--- src/rtl/alu_pkg.sv ---
// -----------------------------------------------------------------------------
// alu_pkg
// Shared definitions for the ALU issue controller:
//   DATA_W          operand / result width
//   OP_*            ALU op-code encodings (ADD, SUB, AND, OR, SLT)
//   state_t, ST_*   issue-controller FSM state encoding
// -----------------------------------------------------------------------------
package alu_pkg;

    localparam int DATA_W = 32;

    localparam logic [2:0] OP_ADD = 3'b000;
    localparam logic [2:0] OP_SUB = 3'b001;
    localparam logic [2:0] OP_AND = 3'b010;
    localparam logic [2:0] OP_OR  = 3'b011;
    localparam logic [2:0] OP_SLT = 3'b101;

    // Plain vector type with named constants keeps the encoding visible to
    // older tools and waveform viewers.
    typedef logic [1:0] state_t;

    localparam state_t ST_IDLE  = 2'd0;
    localparam state_t ST_DRIVE = 2'd1;
    localparam state_t ST_RESP  = 2'd2;

endpackage : alu_pkg

--- src/rtl/alu_op_check.sv ---
// -----------------------------------------------------------------------------
// alu_op_check
// Combinational op-code legality decode.
// Ports:
//   op       in  3  ALU op code
//   illegal  out 1  1 when op is not one of the supported encodings
// -----------------------------------------------------------------------------
module alu_op_check
    import alu_pkg::*;
(
    input  logic [2:0] op,
    output logic       illegal
);

    // Anything outside the supported op set (including future encodings) is illegal.
    always_comb begin
        illegal = 1'b1;
        case (op)
            OP_ADD:  illegal = 1'b0;
            OP_SUB:  illegal = 1'b0;
            OP_AND:  illegal = 1'b0;
            OP_OR:   illegal = 1'b0;
            OP_SLT:  illegal = 1'b0;
            default: illegal = 1'b1;
        endcase
    end

endmodule : alu_op_check

--- src/rtl/alu_issue_ctrl.sv ---
// -----------------------------------------------------------------------------
// alu_issue_ctrl
// Issues one request at a time to an external combinational ALU and returns
// the captured result and flags through a valid/ready response channel.
//
// Flow: IDLE --accept--> DRIVE (one cycle, ALU settles) --> RESP (hold until
// rsp_ready). A new request may be accepted on the same edge the response is
// consumed, going straight back to DRIVE.
//
// Ports:
//   clk, reset                  clock, synchronous active-high reset
//   req_valid/req_ready         request handshake
//   req_a, req_b, req_f         operands and op code
//   req_acc                     use internal accumulator as operand a
//   rsp_valid/rsp_ready         response handshake
//   rsp_result, rsp_zero, rsp_overflow, rsp_carry, rsp_negative, rsp_err
//                               captured response
//   sticky_ovf, clr_sticky      overflow-seen flag and its clear
//   alu_a, alu_b, alu_f         registered operands to the external ALU
//   alu_result, alu_zero, alu_overflow, alu_carry, alu_negative
//                               external ALU outputs
// -----------------------------------------------------------------------------
module alu_issue_ctrl
    import alu_pkg::*;
(
    input  logic              clk,
    input  logic              reset,
    input  logic              req_valid,
    output logic              req_ready,
    input  logic [DATA_W-1:0] req_a,
    input  logic [DATA_W-1:0] req_b,
    input  logic [2:0]        req_f,
    input  logic              req_acc,
    output logic              rsp_valid,
    input  logic              rsp_ready,
    output logic [DATA_W-1:0] rsp_result,
    output logic              rsp_zero,
    output logic              rsp_overflow,
    output logic              rsp_carry,
    output logic              rsp_negative,
    output logic              rsp_err,
    output logic              sticky_ovf,
    input  logic              clr_sticky,
    output logic [DATA_W-1:0] alu_a,
    output logic [DATA_W-1:0] alu_b,
    output logic [2:0]        alu_f,
    input  logic [DATA_W-1:0] alu_result,
    input  logic              alu_zero,
    input  logic              alu_overflow,
    input  logic              alu_carry,
    input  logic              alu_negative
);

    state_t            state_r;
    state_t            state_nxt_s;
    logic              illegal_s;
    logic              req_ready_s;
    logic              accept_s;
    logic              capture_s;
    logic              sticky_set_s;

    logic              rsp_valid_r;
    logic [DATA_W-1:0] acc_r;
    logic              op_err_r;
    logic [DATA_W-1:0] alu_a_r;
    logic [DATA_W-1:0] alu_b_r;
    logic [2:0]        alu_f_r;
    logic [DATA_W-1:0] rsp_result_r;
    logic              rsp_zero_r;
    logic              rsp_overflow_r;
    logic              rsp_carry_r;
    logic              rsp_negative_r;
    logic              rsp_err_r;
    logic              sticky_ovf_r;

    alu_op_check u_op_check (
        .op      (req_f),
        .illegal (illegal_s)
    );

    // Request readiness: free in IDLE, or in RESP when the response leaves this edge.
    always_comb begin
        req_ready_s = 1'b0;
        case (state_r)
            ST_IDLE:  req_ready_s = 1'b1;
            ST_DRIVE: req_ready_s = 1'b0;
            ST_RESP:  req_ready_s = rsp_ready;
            default:  req_ready_s = 1'b0;
        endcase
    end

    assign accept_s  = req_valid & req_ready_s;
    assign capture_s = (state_r == ST_DRIVE);
    // Illegal ops never contribute to the overflow history.
    assign sticky_set_s = capture_s & ~op_err_r & alu_overflow;

    // Next-state decode; an unused encoding falls back to IDLE.
    always_comb begin
        state_nxt_s = state_r;
        case (state_r)
            ST_IDLE: begin
                if (accept_s) begin
                    state_nxt_s = ST_DRIVE;
                end else begin
                    state_nxt_s = ST_IDLE;
                end
            end
            ST_DRIVE: state_nxt_s = ST_RESP;
            ST_RESP: begin
                // accept_s in RESP implies rsp_ready, so the response leaves too.
                if (accept_s) begin
                    state_nxt_s = ST_DRIVE;
                end else if (rsp_ready) begin
                    state_nxt_s = ST_IDLE;
                end else begin
                    state_nxt_s = ST_RESP;
                end
            end
            default: state_nxt_s = ST_IDLE;
        endcase
    end

    // FSM state and registered response-valid.
    always_ff @(posedge clk) begin
        if (reset) begin
            state_r     <= ST_IDLE;
            rsp_valid_r <= 1'b0;
        end else begin
            state_r     <= state_nxt_s;
            rsp_valid_r <= (state_nxt_s == ST_RESP);
        end
    end

    // Issue registers: operands to the ALU change only on an acceptance edge.
    always_ff @(posedge clk) begin
        if (reset) begin
            alu_a_r  <= {DATA_W{1'b0}};
            alu_b_r  <= {DATA_W{1'b0}};
            alu_f_r  <= 3'b000;
            op_err_r <= 1'b0;
        end else if (accept_s) begin
            alu_a_r  <= req_acc ? acc_r : req_a;
            alu_b_r  <= req_b;
            alu_f_r  <= req_f;
            op_err_r <= illegal_s;
        end else begin
            alu_a_r  <= alu_a_r;
            alu_b_r  <= alu_b_r;
            alu_f_r  <= alu_f_r;
            op_err_r <= op_err_r;
        end
    end

    // Response capture at the closing edge of DRIVE; illegal ops get a fixed pattern.
    always_ff @(posedge clk) begin
        if (reset) begin
            rsp_result_r   <= {DATA_W{1'b0}};
            rsp_zero_r     <= 1'b0;
            rsp_overflow_r <= 1'b0;
            rsp_carry_r    <= 1'b0;
            rsp_negative_r <= 1'b0;
            rsp_err_r      <= 1'b0;
        end else if (capture_s && op_err_r) begin
            rsp_result_r   <= {DATA_W{1'b0}};
            rsp_zero_r     <= 1'b1;
            rsp_overflow_r <= 1'b0;
            rsp_carry_r    <= 1'b0;
            rsp_negative_r <= 1'b0;
            rsp_err_r      <= 1'b1;
        end else if (capture_s) begin
            rsp_result_r   <= alu_result;
            rsp_zero_r     <= alu_zero;
            rsp_overflow_r <= alu_overflow;
            rsp_carry_r    <= alu_carry;
            rsp_negative_r <= alu_negative;
            rsp_err_r      <= 1'b0;
        end else begin
            rsp_result_r   <= rsp_result_r;
            rsp_zero_r     <= rsp_zero_r;
            rsp_overflow_r <= rsp_overflow_r;
            rsp_carry_r    <= rsp_carry_r;
            rsp_negative_r <= rsp_negative_r;
            rsp_err_r      <= rsp_err_r;
        end
    end

    // Accumulator follows legal results only, so an illegal op leaves it intact.
    always_ff @(posedge clk) begin
        if (reset) begin
            acc_r <= {DATA_W{1'b0}};
        end else if (capture_s && !op_err_r) begin
            acc_r <= alu_result;
        end else begin
            acc_r <= acc_r;
        end
    end

    // Sticky overflow; a set in the same cycle as a clear wins.
    always_ff @(posedge clk) begin
        if (reset) begin
            sticky_ovf_r <= 1'b0;
        end else if (sticky_set_s) begin
            sticky_ovf_r <= 1'b1;
        end else if (clr_sticky) begin
            sticky_ovf_r <= 1'b0;
        end else begin
            sticky_ovf_r <= sticky_ovf_r;
        end
    end

    assign req_ready    = req_ready_s;
    assign rsp_valid    = rsp_valid_r;
    assign rsp_result   = rsp_result_r;
    assign rsp_zero     = rsp_zero_r;
    assign rsp_overflow = rsp_overflow_r;
    assign rsp_carry    = rsp_carry_r;
    assign rsp_negative = rsp_negative_r;
    assign rsp_err      = rsp_err_r;
    assign sticky_ovf   = sticky_ovf_r;
    assign alu_a        = alu_a_r;
    assign alu_b        = alu_b_r;
    assign alu_f        = alu_f_r;

endmodule : alu_issue_ctrl
--- config.mk ---
export PLATFORM = sky130hd
export DESIGN_NAME = alu_issue_ctrl
export DESIGN_NICKNAME = d
export VERILOG_FILES = /design/src/rtl/alu_pkg.sv /design/src/rtl/alu_op_check.sv /design/src/rtl/alu_issue_ctrl.sv
export SDC_FILE = /design/constraint.sdc
export NUM_CORES = 1
export LEC_CHECK = 0
export ABC_AREA = 0
export CORE_MARGIN = 2
export CORE_UTILIZATION = 41
export CTS_BUF_LIST = sky130_fd_sc_hd__clkbuf_8
export CTS_CLUSTER_DIAMETER = 60
export DETAILED_ROUTE_END_ITERATION = 8
export PLACE_DENSITY = 0.84
export SLEW_MARGIN = 20
export SYNTH_ARGS = -nofsm -noshare
export SYNTH_HDL_FRONTEND = slang
export SYNTH_SLANG_ARGS = --single-unit
export TNS_END_PERCENT = 10
--- constraint.sdc ---
create_clock -name clk -period 1.1 [get_ports clk]
set_input_delay 0.165 -clock clk [delete_from_list [all_inputs] [get_ports clk]]
set_output_delay 0.165 -clock clk [all_outputs]
set_load 0.005 [all_outputs]
Word level (Yosys, flattened, before mapping)
Cells that the tools add are included.

word-level totals
  register bits after elaboration = 141
  input port bits = 109
  output and inout port bits = 107
  word-level logic and storage cells = 47

cells by class
  equality and inequality tests = 7
  muxes and demuxes = 13
  bitwise operators = 4
  reductions and logical operators = 9

operators with widths
  cell                                           number
  2-to-1 mux 32 bit                              1
  2-to-1 mux 1 bit                               8
  == test 3 x 2 -> 1 bit, second input constant  2
  one-hot mux 2 bit (3 select lines)             1
  OR reduction 5 bit                             1
  == test 2 bit, second input constant           2
  2-to-1 mux 2 bit                               2
  nonzero test 2 bit                             2
  AND 1 bit                                      3
  == test 3 x 1 -> 1 bit, second input constant  1
  == test 3 bit, second input constant           1
  zero test 3 bit                                1
  == test 2 x 1 -> 1 bit, second input constant  1
  logical AND 1 bit                              2
  zero test 2 bit                                1
  one-hot mux 1 bit (2 select lines)             1
  OR reduction 2 bit                             1
  zero test 1 bit                                1
  NOT 1 bit                                      1

Depth between registers and ports, before layout
Gate-level depths: netlist of run 1.

  word-level depth = 6
  mapped depth = 6
  gate-level depth less buffers = 3

Modules after synthesis
From an unflattened synthesis of run 1, not the netlist that was laid out.

unflattened totals
  cell total of the unflattened synthesis = 633
  area total of the unflattened synthesis = 5594.1 µm²

modules (own cells, without submodules)
  module          times used  cells each  area an instance (µm²)  sequential area each (µm²)
  alu_issue_ctrl  1           631         5582.9                  2822.7
  alu_op_check    1           2           11.3                    0.0

Worst setup path before layout of run 1
OpenSTA, ideal clock, no wires.

  path type = register to register
  from = reg state_r[1]
  to = reg alu_a_r[10] (netlist: alu_a[10])
  setup time = 146 ps
  arrival time = 1105 ps
  data required time = 954 ps
  slack = -151 ps
  stages on the path, launching flop included = 6
  path buffers = 2
  period minus slack after synthesis = 1251 ps
  path through = dfxtp_1 > and2b_1 > buf_4 > nor2_2 > buf_4 > a211oi_2

on the way
  longest elaborated chain between the ends = 3
  elaborated cells on any way between the ends = 4
  classes of those cells = 1 x eq/ne; 1 x mux; 1 x bitwise; 1 x reduce/logical

RTL lines
  element                                                  line                   text
  start, declared                                          alu_issue_ctrl.sv:54   state_t state_r;
  start signal, assigned                                   alu_issue_ctrl.sv:129  state_r <= state_nxt_s;
  == test 2 bit / zero test 2 bit (equally long branches)  alu_issue_ctrl.sv:84   case (state_r)
  one-hot mux 1 bit (2 select lines) (*)                   alu_issue_ctrl.sv:84
  AND 1 bit (*)                                            alu_issue_ctrl.sv:92   assign accept_s = req_valid & req_ready_s;
  end signal, assigned                                     alu_issue_ctrl.sv:137  alu_a_r <= {DATA_W{1'b0}};
  end signal, assigned                                     alu_issue_ctrl.sv:142  alu_a_r <= req_acc ? acc_r : req_a;
  end signal, assigned                                     alu_issue_ctrl.sv:147  alu_a_r <= alu_a_r;
  end, declared                                            alu_issue_ctrl.sv:65   logic [DATA_W-1:0] alu_a_r;

Every way passes the cells marked *; elsewhere a longest branch is shown, timed or not.
A chain may end at the register's enable or synchronous reset.

Final worst setup path of run 1
  from = reg state_r[1]
  to = reg alu_a_r[23] (netlist: alu_a[23])

Same word-level chain as after synthesis.

==> run metrics, run 1 <==
last weighted congestion value of the routability-driven placer=between 0.7 and 0.8; mean routed wirelength per cell=around 17 um; DIE WIDTH=120.2 um; DRC errors left=0; maximum buffer depth of the clock tree=2; area occupied by multi-input gates=0.002530 sq mm; count of endpoints failing hold in the final timing report=0; maximum number of pins on one net before global-route repair=38; Post-Synthesis Cells=around 630; number of non-filler instances in the completed layout=1,048; Post-Synth Simple-Gate Area=0.1422; Yosys Warn Count=0; type of element capturing the critical path=flip-flop; library cells used by synthesis=25; XOR/XNOR share of the synthesized area=0; data arrival time of the critical path=around 1.7 ns; Num CTS Buffers=17; vias per cell=~5.2; sequential cell area=0.002938 sq mm; run status=finished, violations left; clock tree sinks=roughly 140; cell seen most often among critical-path stages=buf_6; cell type group with the largest total delay on the critical path=buffers and inverters; Final Core Density=0.6515; crit-path max FO=8; mux share of post-synthesis cell area=0.05789; Setup CP Type=flip-flop to flip-flop; number of antenna cells inserted=0; number of global-route vias before repair=~5,300; level count of the clock H-tree=4; Core ar.=0.01319 sq mm; area grow syn2layout=55.31%; data required time of the critical path=1.41 ns; Worst Clk Skew=0.01632 ns; overall routed net length=~18 mm; count of port buffers added during placement=215; FILL cells=1,106; Slowest-stage cell, CP=dfxtp_4; Post-Synthesis Cell Area=~0.0055 sq mm; clock insertion delay at the later pin of the skew report=approximately 0.44 ns; vertical die dimension=approximately 120 um; setup violation total in the final timing report=roughly 160; maximum vdd ir drop=between 0.8 and 0.9 mV; number of iterations in the first detailed-routing pass=5; final design area excluding fillers=0.008593 sq mm; antenna viol nets, final=0; global-route wire length before repair=between 20 and 30 mm; number of cells after detailed placement=approximately 1,000; maximum operating frequency=between 700 and 800 MHz; final HPWL from detailed placement=about 12 mm; crit-path max cell delay=approximately 0.35 ns; Max Transition Viols Final=0; failing checks=negative setup slack; initial antenna violation count=0; cell chosen for the clock root=clkbuf_8; time the final worst path needs with I/O delays and setup=around 1.4 ns; main combinational cell family by area after synthesis=compound AO/OA/AOI/OAI gates; Total Die Area=0.01444 sq mm; worst rel slew slack=0.6959; DRC marker count from the first detailed-route iteration=slightly above 400; Worst Hold Slack=0.1881 ns; compound-gate portion of the synthesized area=0.2313; adder-cell share of the synthesized area=0; final critical-path share of the clock period=1.277; Total Routing Usage GR=0.2355; Synthesized Nets=about 740; setup slack after layout=-0.3044 ns; transition time of the tightest slew-check pin=0.4561 ns; total leakage power=around 3.5 nW; power density over cell area=approximately 1400 mW/mm^2; Critical Path Source Type=flip-flop; number of nets in the finished design=just under 1,000; layout cell share with drive strength beyond 1=0.3784; FF+latch count, synth=141; TritonCTS clock tree=yes; starting utilization of the core area=0.4195; setup repair after global routing missed its margin=yes; via count=5,480; CP bufs+invs=4; Top-Level Pins=roughly 220; post-synthesis area per instance=just under 9 sq um; Placement Cell Area=0.008001 sq mm; max-cap violations=0; total global routing overflow=0; Hold Crit Class=primary input to flip-flop; number of core rows=between 40 and 50; cell chain of the critical path=and2b_2 > buf_6 > buf_8 > nor2_4 > buf_6 > clkbuf_16 > a211oi_2; clock-pin slew of the registers on the worst-case setup and hold paths=around 0.080 ns; part of the Yosys area used for sequential elements=0.5102
[repair_timing]
item	4_1_cts	5_1_grt
resized for setup	422	127
hold buffers	0	0
setup buffers	13	5
gates cloned	2	3
pin swaps	23	26
setup endpoints to repair	247	192
[flip-flops by register name, summed over array words and instances (netlist names)]
| register | flops |
|---|---|
| alu_b | 32 |
| alu_f | 3 |
| rsp_valid | 1 |
| rsp_err | 1 |
| rsp_negative | 1 |
| sticky_ovf | 1 |
| rsp_overflow | 1 |
| op_err_r | 1 |
| rsp_zero | 1 |
| acc_r | 32 |
| state_r | 2 |
| rsp_result | 32 |
| alu_a | 32 |
| rsp_carry | 1 |
[through the flow]
step                      power, mW  setup WS (ns)  setup TNS [ns]
after floorplan               6.601       -0.09334          -5.136
after global placement        7.799        -0.5171          -39.95
after detailed placement      7.842        -0.5173          -41.57
after CTS                     12.22        -0.3184          -31.08
after global routing          12.76        -0.3522          -37.52
final                         12.28        -0.3044          -28.52
[final timing paths]
path                                             startpoint                          end  slack (ns)  cells past startpoint
worst max-delay path                  state_r[1]$_SDFF_PP0_       alu_a[23]$_SDFFE_PP0N_       -0.30                      7
worst min register to register  rsp_result[10]$_SDFFE_PP0N_  rsp_result[10]$_SDFFE_PP0N_        0.45                      2
worst min-delay path                                  reset       alu_a[20]$_SDFFE_PP0N_        0.19                      3
worst max register to register        state_r[1]$_SDFF_PP0_       alu_a[23]$_SDFFE_PP0N_       -0.30                      7
[logic make-up (layout without fill, tap and decap cells)]
family,after synthesis,in the layout
compound gates,208,208
simple gates,188,188
flops,141,141
buf+inv,63,303
mux,32,32
[worst reg2reg max path, stage by stage, from the launching register on]
cell,delay (ns)
dfxtp_4,0.35
and2b_2,0.21
buf_6,0.13
buf_8,0.12
nor2_4,0.12
buf_6,0.14
clkbuf_16,0.17
a211oi_2,0.06
[metal layers]
| layer | track usage | part of all wire |
|---|---|---|
| met1 | 0.2814 | 0.42 |
| met2 | 0.3874 | 0.48 |
| met3 | 0.08983 | 0.083 |
| met4 | 0.08015 | 0.017 |
| met5 | 0 | 0 |
[synthesized netlist by cell type]
library cell | count | area (sq um)
dfxtp_1 | 141 | 2823
a21oi_1 | 136 | 680.7
nand2_1 | 134 | 503.0
nand3_1 | 35 | 175.2
buf_2 | 33 | 165.2
mux2i_1 | 32 | 320.3
a211oi_2 | 30 | 375.4
o21ai_0 | 29 | 145.1
clkbuf_1 | 20 | 75.07
o21ai_1 | 8 | 40.04
nor2_1 | 7 | 26.28
buf_4 | 6 | 45.04
buf_6 | 3 | 33.78
nand2b_1 | 3 | 18.77
nor2b_1 | 3 | 18.77
a211oi_1 | 2 | 15.01
nor3_1 | 2 | 10.01
a21o_1 | 1 | 7.510
and2b_1 | 1 | 7.510
inv_1 | 1 | 3.750
nor2_2 | 1 | 6.260
nor3b_2 | 1 | 12.51
o2111ai_1 | 1 | 8.760
o21a_1 | 1 | 7.510
or3b_1 | 1 | 8.760
[cell usage in the layout (no fill, tap or decap), drive strengths merged]
master and instances:
dfxtp 141, a21oi 136, nand2 134, buf 122
clkdlybuf4s50 106, clkbuf 47, o21ai 37, nand3 35
mux2i 32, a211oi 32, dlygate4sd2 16, nor2 8
clkinv 4, bufinv 3, nand2b 3, nor2b 3
inv 3, nor3 2, clkinvlp 2, and2b 1
a21o 1, nor3b 1, or3b 1, o21a 1
o2111ai 1
[report_power, final]
| group | switching [mW] | total (mW) | leakage (nW) | internal, mW |
|---|---|---|---|---|
| logic | 1.03 | 2.21 | 2.10 | 1.18 |
| registers | 0.170 | 5.63 | 1.19 | 5.46 |
| clock network | 1.98 | 4.45 | 0.219 | 2.47 |
| total | 3.18 | 12.3 | 3.51 | 9.10 |
[layout make-up]
class	count	share of cell area
sequential	141	0.3419
inverter	1	0.0004368
clock inverter	11	0.01602
tap	176	0.02563
clock buffer	21	0.03363
multi-input combinational	428	0.2944
timing repair buffer	270	0.2880
Power figures use the tool's default switching activity.
==> run 2: changes to the inputs <==
--- a/config.mk
+++ b/config.mk
@@ -11,7 +11,7 @@
 export CTS_BUF_LIST = sky130_fd_sc_hd__clkbuf_8
 export CTS_CLUSTER_DIAMETER = 60
 export DETAILED_ROUTE_END_ITERATION = 8
-export PLACE_DENSITY = 0.84
+export PLACE_DENSITY = 0.9
 export SLEW_MARGIN = 20
 export SYNTH_ARGS = -nofsm -noshare
 export SYNTH_HDL_FRONTEND = slang
==> constraint.sdc (replaced) <==
create_clock -name clk -period 1.13 [get_ports clk]
set_input_delay 0.1695 -clock clk [delete_from_list [all_inputs] [get_ports clk]]
set_output_delay 0.1695 -clock clk [all_outputs]
set_load 0.005 [all_outputs]
==> run 2 against run 1 <==
Net effect: the run still ends with negative setup slack left; count of clock-buffer cells in the layout down 1; fmax up 2.4%; clock power down 9.4%; sequential share of layout area up 0.76 points; highest routed layer unchanged.
==> run metrics, run 2 (synthesis results as in run 1) <==
count of port buffers added during placement=roughly 220; run status=finished, violations left; worst rel slew slack=0.7528; number of antenna cells inserted=0; setup repair after global routing missed its margin=yes; number of iterations in the first detailed-routing pass=5; starting utilization of the core area=0.4195; DIE WIDTH=120.2 um; overall routed net length=18.00 mm; via count=roughly 5,500; count of endpoints failing hold in the final timing report=0; time the final worst path needs with I/O delays and setup=approximately 1.4 ns; final total negative setup slack=-17.47 ns; number of nets in the finished design=slightly below 1,000; number of global-route vias before repair=approximately 5,500; setup violation total in the final timing report=roughly 130; maximum operating frequency=about 730 MHz; cell type group with the largest total delay on the critical path=buffers and inverters; area grow syn2layout=51.85%; sequential cell area=a little under 0.003 sq mm; total global routing overflow=0; max-cap violations=0; logic depth of the worst path, buffers included=7; antenna viol nets, final=0; Hold Crit Class=primary input to flip-flop; Total Die Area=0.01444 sq mm; vertical die dimension=120.2 um; Critical Path Source Type=flip-flop; Slowest-stage cell, CP=dfxtp_2; data required time of the critical path=~1.5 ns; worst reg-to-reg path cell count=7; failing checks=negative setup slack; type of element capturing the critical path=flip-flop; Top-Level Pins=216; Setup CP Type=flip-flop to flip-flop; Max Transition Viols Final=0; global-route wire length before repair=roughly 28 mm; clock-pin slew of the registers on the worst-case setup and hold paths=0.07 ns; most frequent cells in the layout=nand2_1 (134), a21oi_1 (123), clkdlybuf4s50_1 (106); CP bufs+invs=4; DRC marker count from the first detailed-route iteration=between 400 and 500; clock insertion delay at the later pin of the skew report=about 0.44 ns; power density over cell area=about 1400 mW/mm^2; cell seen most often among critical-path stages=buf_6; setup slack after layout=-0.2417 ns; sum of internal, switching and leakage power=11.58 mW; number of core rows=42; commonest non-fill, non-tap cell in the layout=nand2_1; crit-path max FO=10; maximum number of pins on one net before global-route repair=35; mean routed wirelength per cell=around 17 um; final HPWL from detailed placement=approximately 12 mm; last weighted congestion value of the routability-driven placer=~0.78; final design area excluding fillers=roughly 0.0084 sq mm; maximum buffer depth of the clock tree=2; Num CTS Buffers=17; Placement Cell Area=0.008097 sq mm; Worst Clk Skew=between 0.01 and 0.015 ns; clock tree sinks=between 100 and 150; Total Routing Usage GR=0.2411; crit-path max cell delay=0.34 ns; area occupied by multi-input gates=about 0.0025 sq mm; level count of the clock H-tree=4; cell chosen for the clock root=clkbuf_8; TritonCTS clock tree=yes; total leakage power=between 3 and 4 nW; vias per cell=5.215; data arrival time of the critical path=~1.7 ns; FILL cells=around 1,100; maximum vdd ir drop=roughly 0.64 mV; Worst Hold Slack=0.1746 ns; final critical-path share of the clock period=1.214; layout cell share with drive strength beyond 1=0.3747; transition time of the tightest slew-check pin=roughly 0.37 ns; CTS Hold Buffers Added=0; DRC errors left=0; Core ar.=~0.013 sq mm; initial antenna violation count=0; cell chain of the critical path=buf_6 > buf_6 > nor3b_4 > buf_6 > clkbuf_16 > nand2_1 > a21oi_1; Final Core Density=0.6370; Hold Path Cell Cnt=3
==> run 2: changes by cell type in the layout (fill, tap and decap cells not counted), sizes merged <==
cell / change
bufinv: -1
clkinv: +1
dlygate4sd2: -8
inv: +1
buf: +9
clkbuf: -4
==> run 2: timing repair <==
| item | in CTS | in global routing |
|---|---|---|
| buffers inserted | 10 | 2 |
| endpoints found under the hold margin | 0 | 0 |
| setup endpoints to repair | 247 | 170 |
| pin swaps | 14 | 0 |
| resized for setup | 447 | 90 |
| gates cloned | 1 | 2 |
==> run 2: final timing paths <==
check	start	endpoint	slack, ns
max	state_r[1]$_SDFF_PP0_	acc_r[11]$_SDFFE_PP0P_	-0.24
min	reset	alu_a[1]$_SDFFE_PP0N_	0.17
max reg2reg	state_r[1]$_SDFF_PP0_	acc_r[11]$_SDFFE_PP0P_	-0.24
min reg2reg	rsp_result[0]$_SDFFE_PP0N_	rsp_result[0]$_SDFFE_PP0N_	0.45
==> run 2: layer usage <==
| layer | track usage | up-vias | part of all wire |
|---|---|---|---|
| li1 | - | 2632 | - |
| met1 | 0.2884 | 2560 | 0.41 |
| met2 | 0.4063 | 244 | 0.48 |
| met3 | 0.08698 | 19 | 0.095 |
| met4 | 0.06912 | 0 | 0.014 |
| met5 | 0 | - | 0 |
==> run 2: through the flow <==
step / setup slack (ns) / std cells
6_report: -0.2417 / 1046
3_5_place_dp: -0.4711 / 999
2_1_floorplan: -0.06334 / 632
5_1_grt: -0.2870 / 1046
3_3_place_gp: -0.4685 / 999
4_1_cts: -0.2154 / 1042
==> run 2: final cells by class <==
cell class | count | area share
well taps | 176 | 0.02621
multi-input cells | 428 | 0.2966
inverters | 1 | 0.0004468
clock inverters | 12 | 0.01430
repair buffers | 268 | 0.2801
clock buffers | 20 | 0.03276
flip-flops and latches | 141 | 0.3495
==> run 2: worst reg2reg max path, delay by kind of cell (launching register included) <==
| family | cells | cell delay [ns] |
|---|---|---|
| simple gates | 2 | 0.27 |
| compound gates | 1 | 0.14 |
| flops | 1 | 0.34 |
| buf+inv | 4 | 0.56 |
==> run 2: where the power goes <==
part / switching (mW) / internal [mW]
Clock: 1.92 / 2.12
Sequential: 0.162 / 5.31
Combinational: 0.978 / 1.10
==> run 3: changes to the inputs <==
--- a/config.mk
+++ b/config.mk
@@ -6,7 +6,6 @@
 export NUM_CORES = 1
 export LEC_CHECK = 0
 export ABC_AREA = 0
-export CORE_MARGIN = 2
 export CORE_UTILIZATION = 41
 export CTS_BUF_LIST = sky130_fd_sc_hd__clkbuf_8
 export CTS_CLUSTER_DIAMETER = 60
==> run 3 against run 2 <==
Net effect: the run still ends with negative setup slack left; final cell count down 1.7%; sequential power hardly changed; utilization fell by 1.7 points; hold slack lost 0.14 ns; clock power is 4% lower; sequential share of layout area up 1.0 points; sequential cell count did not move; first-iteration DRC count shrank 9.0%; fmax decreased by 0.95%; global-route usage up 0.61 points; worst setup slack worse by 0.013 ns; non-clock buffer count down 16; critical path type is now flip-flop to output pin; largest cell class unchanged; largest power group unchanged.
==> run metrics, run 3 (synthesis results as in run 1) <==
cell type group with the largest total delay on the critical path=flip-flops; hold worst-path end=alu_b[30]$_SDFFE_PP0N_; maximum operating frequency=between 700 and 800 MHz; FILL cells=1,115; Worst R2R End=alu_a[26]$_SDFFE_PP0N_; clock-pin slew of the registers on the worst-case setup and hold paths=roughly 0.07 ns; count of endpoints failing hold in the final timing report=0; antenna viol nets, final=0; initial antenna violation count=0; Critical Path Source Type=flip-flop; total leakage power=about 3.3 nW; relative contribution of the clock network to total power=0.341; maximum buffer depth of the clock tree=2; critical register-to-register path startpoint=state_r[1]$_SDFF_PP0_; vertical die dimension=between 100 and 150 um; area grow syn2layout=47.85%; clock tree sinks=141; cell chain of the critical path=and2b_2 > nor2_2 > buf_2; TritonCTS clock tree=yes; Total Die Area=~0.014 sq mm; DRC errors left=0; final HPWL from detailed placement=around 11 mm; flop-to-flop setup slack=-0.24 ns; worst rel slew slack=0.7949; last weighted congestion value of the routability-driven placer=0.7891; commonest non-fill, non-tap cell in the layout=nand2_1; maximum vdd ir drop=0.7403 mV; cell internal power dissipation=about 8.3 mW; run status=finished, violations left; mean routed wirelength per cell=16.52 um; CP bufs+invs=1; number of iterations in the first detailed-routing pass=5; data required time of the critical path=around 0.96 ns; vias per cell=between 5 and 6; most frequent cells in the layout=nand2_1 (132), a21oi_1 (124), clkdlybuf4s50_1 (106); count of port buffers added during placement=215; crit-path max cell delay=~0.35 ns; layout cell share with drive strength beyond 1=0.3638; number of antenna cells inserted=0; power density over cell area=between 1000 and 1500 mW/mm^2; failing checks=negative setup slack; final design area excluding fillers=between 0.008 and 0.009 sq mm; max-cap violations=0; Worst Hold Slack=slightly above 0.03 ns; Num CTS Buffers=17; number of non-filler instances in the completed layout=approximately 1,000; number of global-route vias before repair=~5,500; setup repair after global routing missed its margin=yes; setup slack after layout=-0.2548 ns; Setup CP Type=flip-flop to output pin; part of the power in combinational logic=0.174; worst reg-to-reg path cell count=6; global-route wire length before repair=approximately 27 mm; final critical-path share of the clock period=1.226; crit-path max FO=2; Worst Clk Skew=0.008954 ns; setup violation total in the final timing report=between 150 and 200; Total Routing Usage GR=0.2472; Hold Crit Class=primary input to flip-flop; clock insertion delay at the later pin of the skew report=between 0.4 and 0.5 ns; number of nets in the finished design=950; Core ar.=0.01319 sq mm; Placement Cell Area=about 0.0080 sq mm; DIE WIDTH=about 120 um; transition time of the tightest slew-check pin=just over 0.3 ns; number of cells after detailed placement=slightly below 1,000; DRC marker count from the first detailed-route iteration=approximately 400; starting utilization of the core area=0.4195; time the final worst path needs with I/O delays and setup=between 1 and 1.5 ns; data arrival time of the critical path=1.22 ns; share of total power in sequential cells=0.485; origin of the worst min-delay path=reset; net switching power figure=2.948 mW; Top-Level Pins=approximately 220; switching portion of total power=0.2614; type of element capturing the critical path=output pin; Hold Path Cell Cnt=2; sum of internal, switching and leakage power=11.28 mW; overall routed net length=between 15 and 20 mm; Slowest-stage cell, CP=dfxtp_4; total global routing overflow=0; number of core rows=between 40 and 50; Max Transition Viols Final=0; maximum number of pins on one net before global-route repair=38; level count of the clock H-tree=4; cell chosen for the clock root=clkbuf_8; via count=~5,400
==> run 3: cell count changes in the layout (fill, tap and decap cells not counted), moves of 3 or more <==
cell,previous run,this run
buf_2,79,74
buf_4,23,16
dlygate4sd2_1,8,13
o21ai_1,36,33
==> run 3: cell type report <==
type / count / area [sq um] / share of cell area
clock buffer: 19 / 261.5 / 0.03197
clock inverter: 11 / 103.9 / 0.01270
inverter: 1 / 3.754 / 0.0004589
multi-input combinational: 428 / 2500 / 0.3056
sequential: 141 / 2942 / 0.3596
tap: 176 / 220.2 / 0.02692
timing repair buffer: 252 / 2150 / 0.2628
==> run 3: per-layer routing <==
layer  part of all wire  up-vias  GRT usage
met2               0.49      224     0.4110
li1                   -     2598          -
met5                  0        -          0
met4              0.018        0    0.09455
met1               0.41     2564     0.2954
met3              0.084       24    0.08060
==> run 3: how the worst max path moves through the flow <==
stage	startpoint	endpoint	slack, ns	cells after the start
after global routing	state_r[1]$_SDFF_PP0_	alu_a[0]$_SDFFE_PP0N_	-0.32	6
after floorplan	state_r[0]$_SDFF_PP0_	rsp_err$_SDFFE_PP0P_	-0.06	5
final	state_r[1]$_SDFF_PP0_	req_ready	-0.25	3
after detailed placement	rsp_ready	req_ready	-0.57	4
after CTS	state_r[1]$_SDFF_PP0_	req_ready	-0.29	3
after global placement	rsp_ready	req_ready	-0.53	4
==> run 3: repair_timing <==
item / CTS / global route
gates resized for setup: 433 / 84
pin swaps: 8 / 14
endpoints found under the setup margin: 247 / 178
hold buffers: 0 / 0
gates cloned: 2 / 0
buffers inserted: 8 / 0
==> run 3: stage by stage <==
| step | TNS, ns | util | setup WS (ns) |
|---|---|---|---|
| final | -24.95 | 0.6202 | -0.2548 |
| after global routing | -34.37 | 0.6202 | -0.3167 |
| after CTS | -28.02 | 0.6255 | -0.2874 |
| after detailed placement | -38.97 | 0.6083 | -0.5670 |
| after global placement | -31.51 | 0.6083 | -0.5320 |
| after floorplan | -2.769 | - | -0.06334 |
==> run 3: power by group through the flow <==
stage / logic [mW] / clock network [mW] / registers, mW
6_report: 1.96 / 3.85 / 5.47
5_1_grt: 2.12 / 4.18 / 5.51
4_1_cts: 2.00 / 3.94 / 5.46
3_5_place_dp: 2.10 / 0 / 5.55
3_3_place_gp: 2.06 / 0 / 5.54
2_1_floorplan: 0.878 / 0 / 5.55
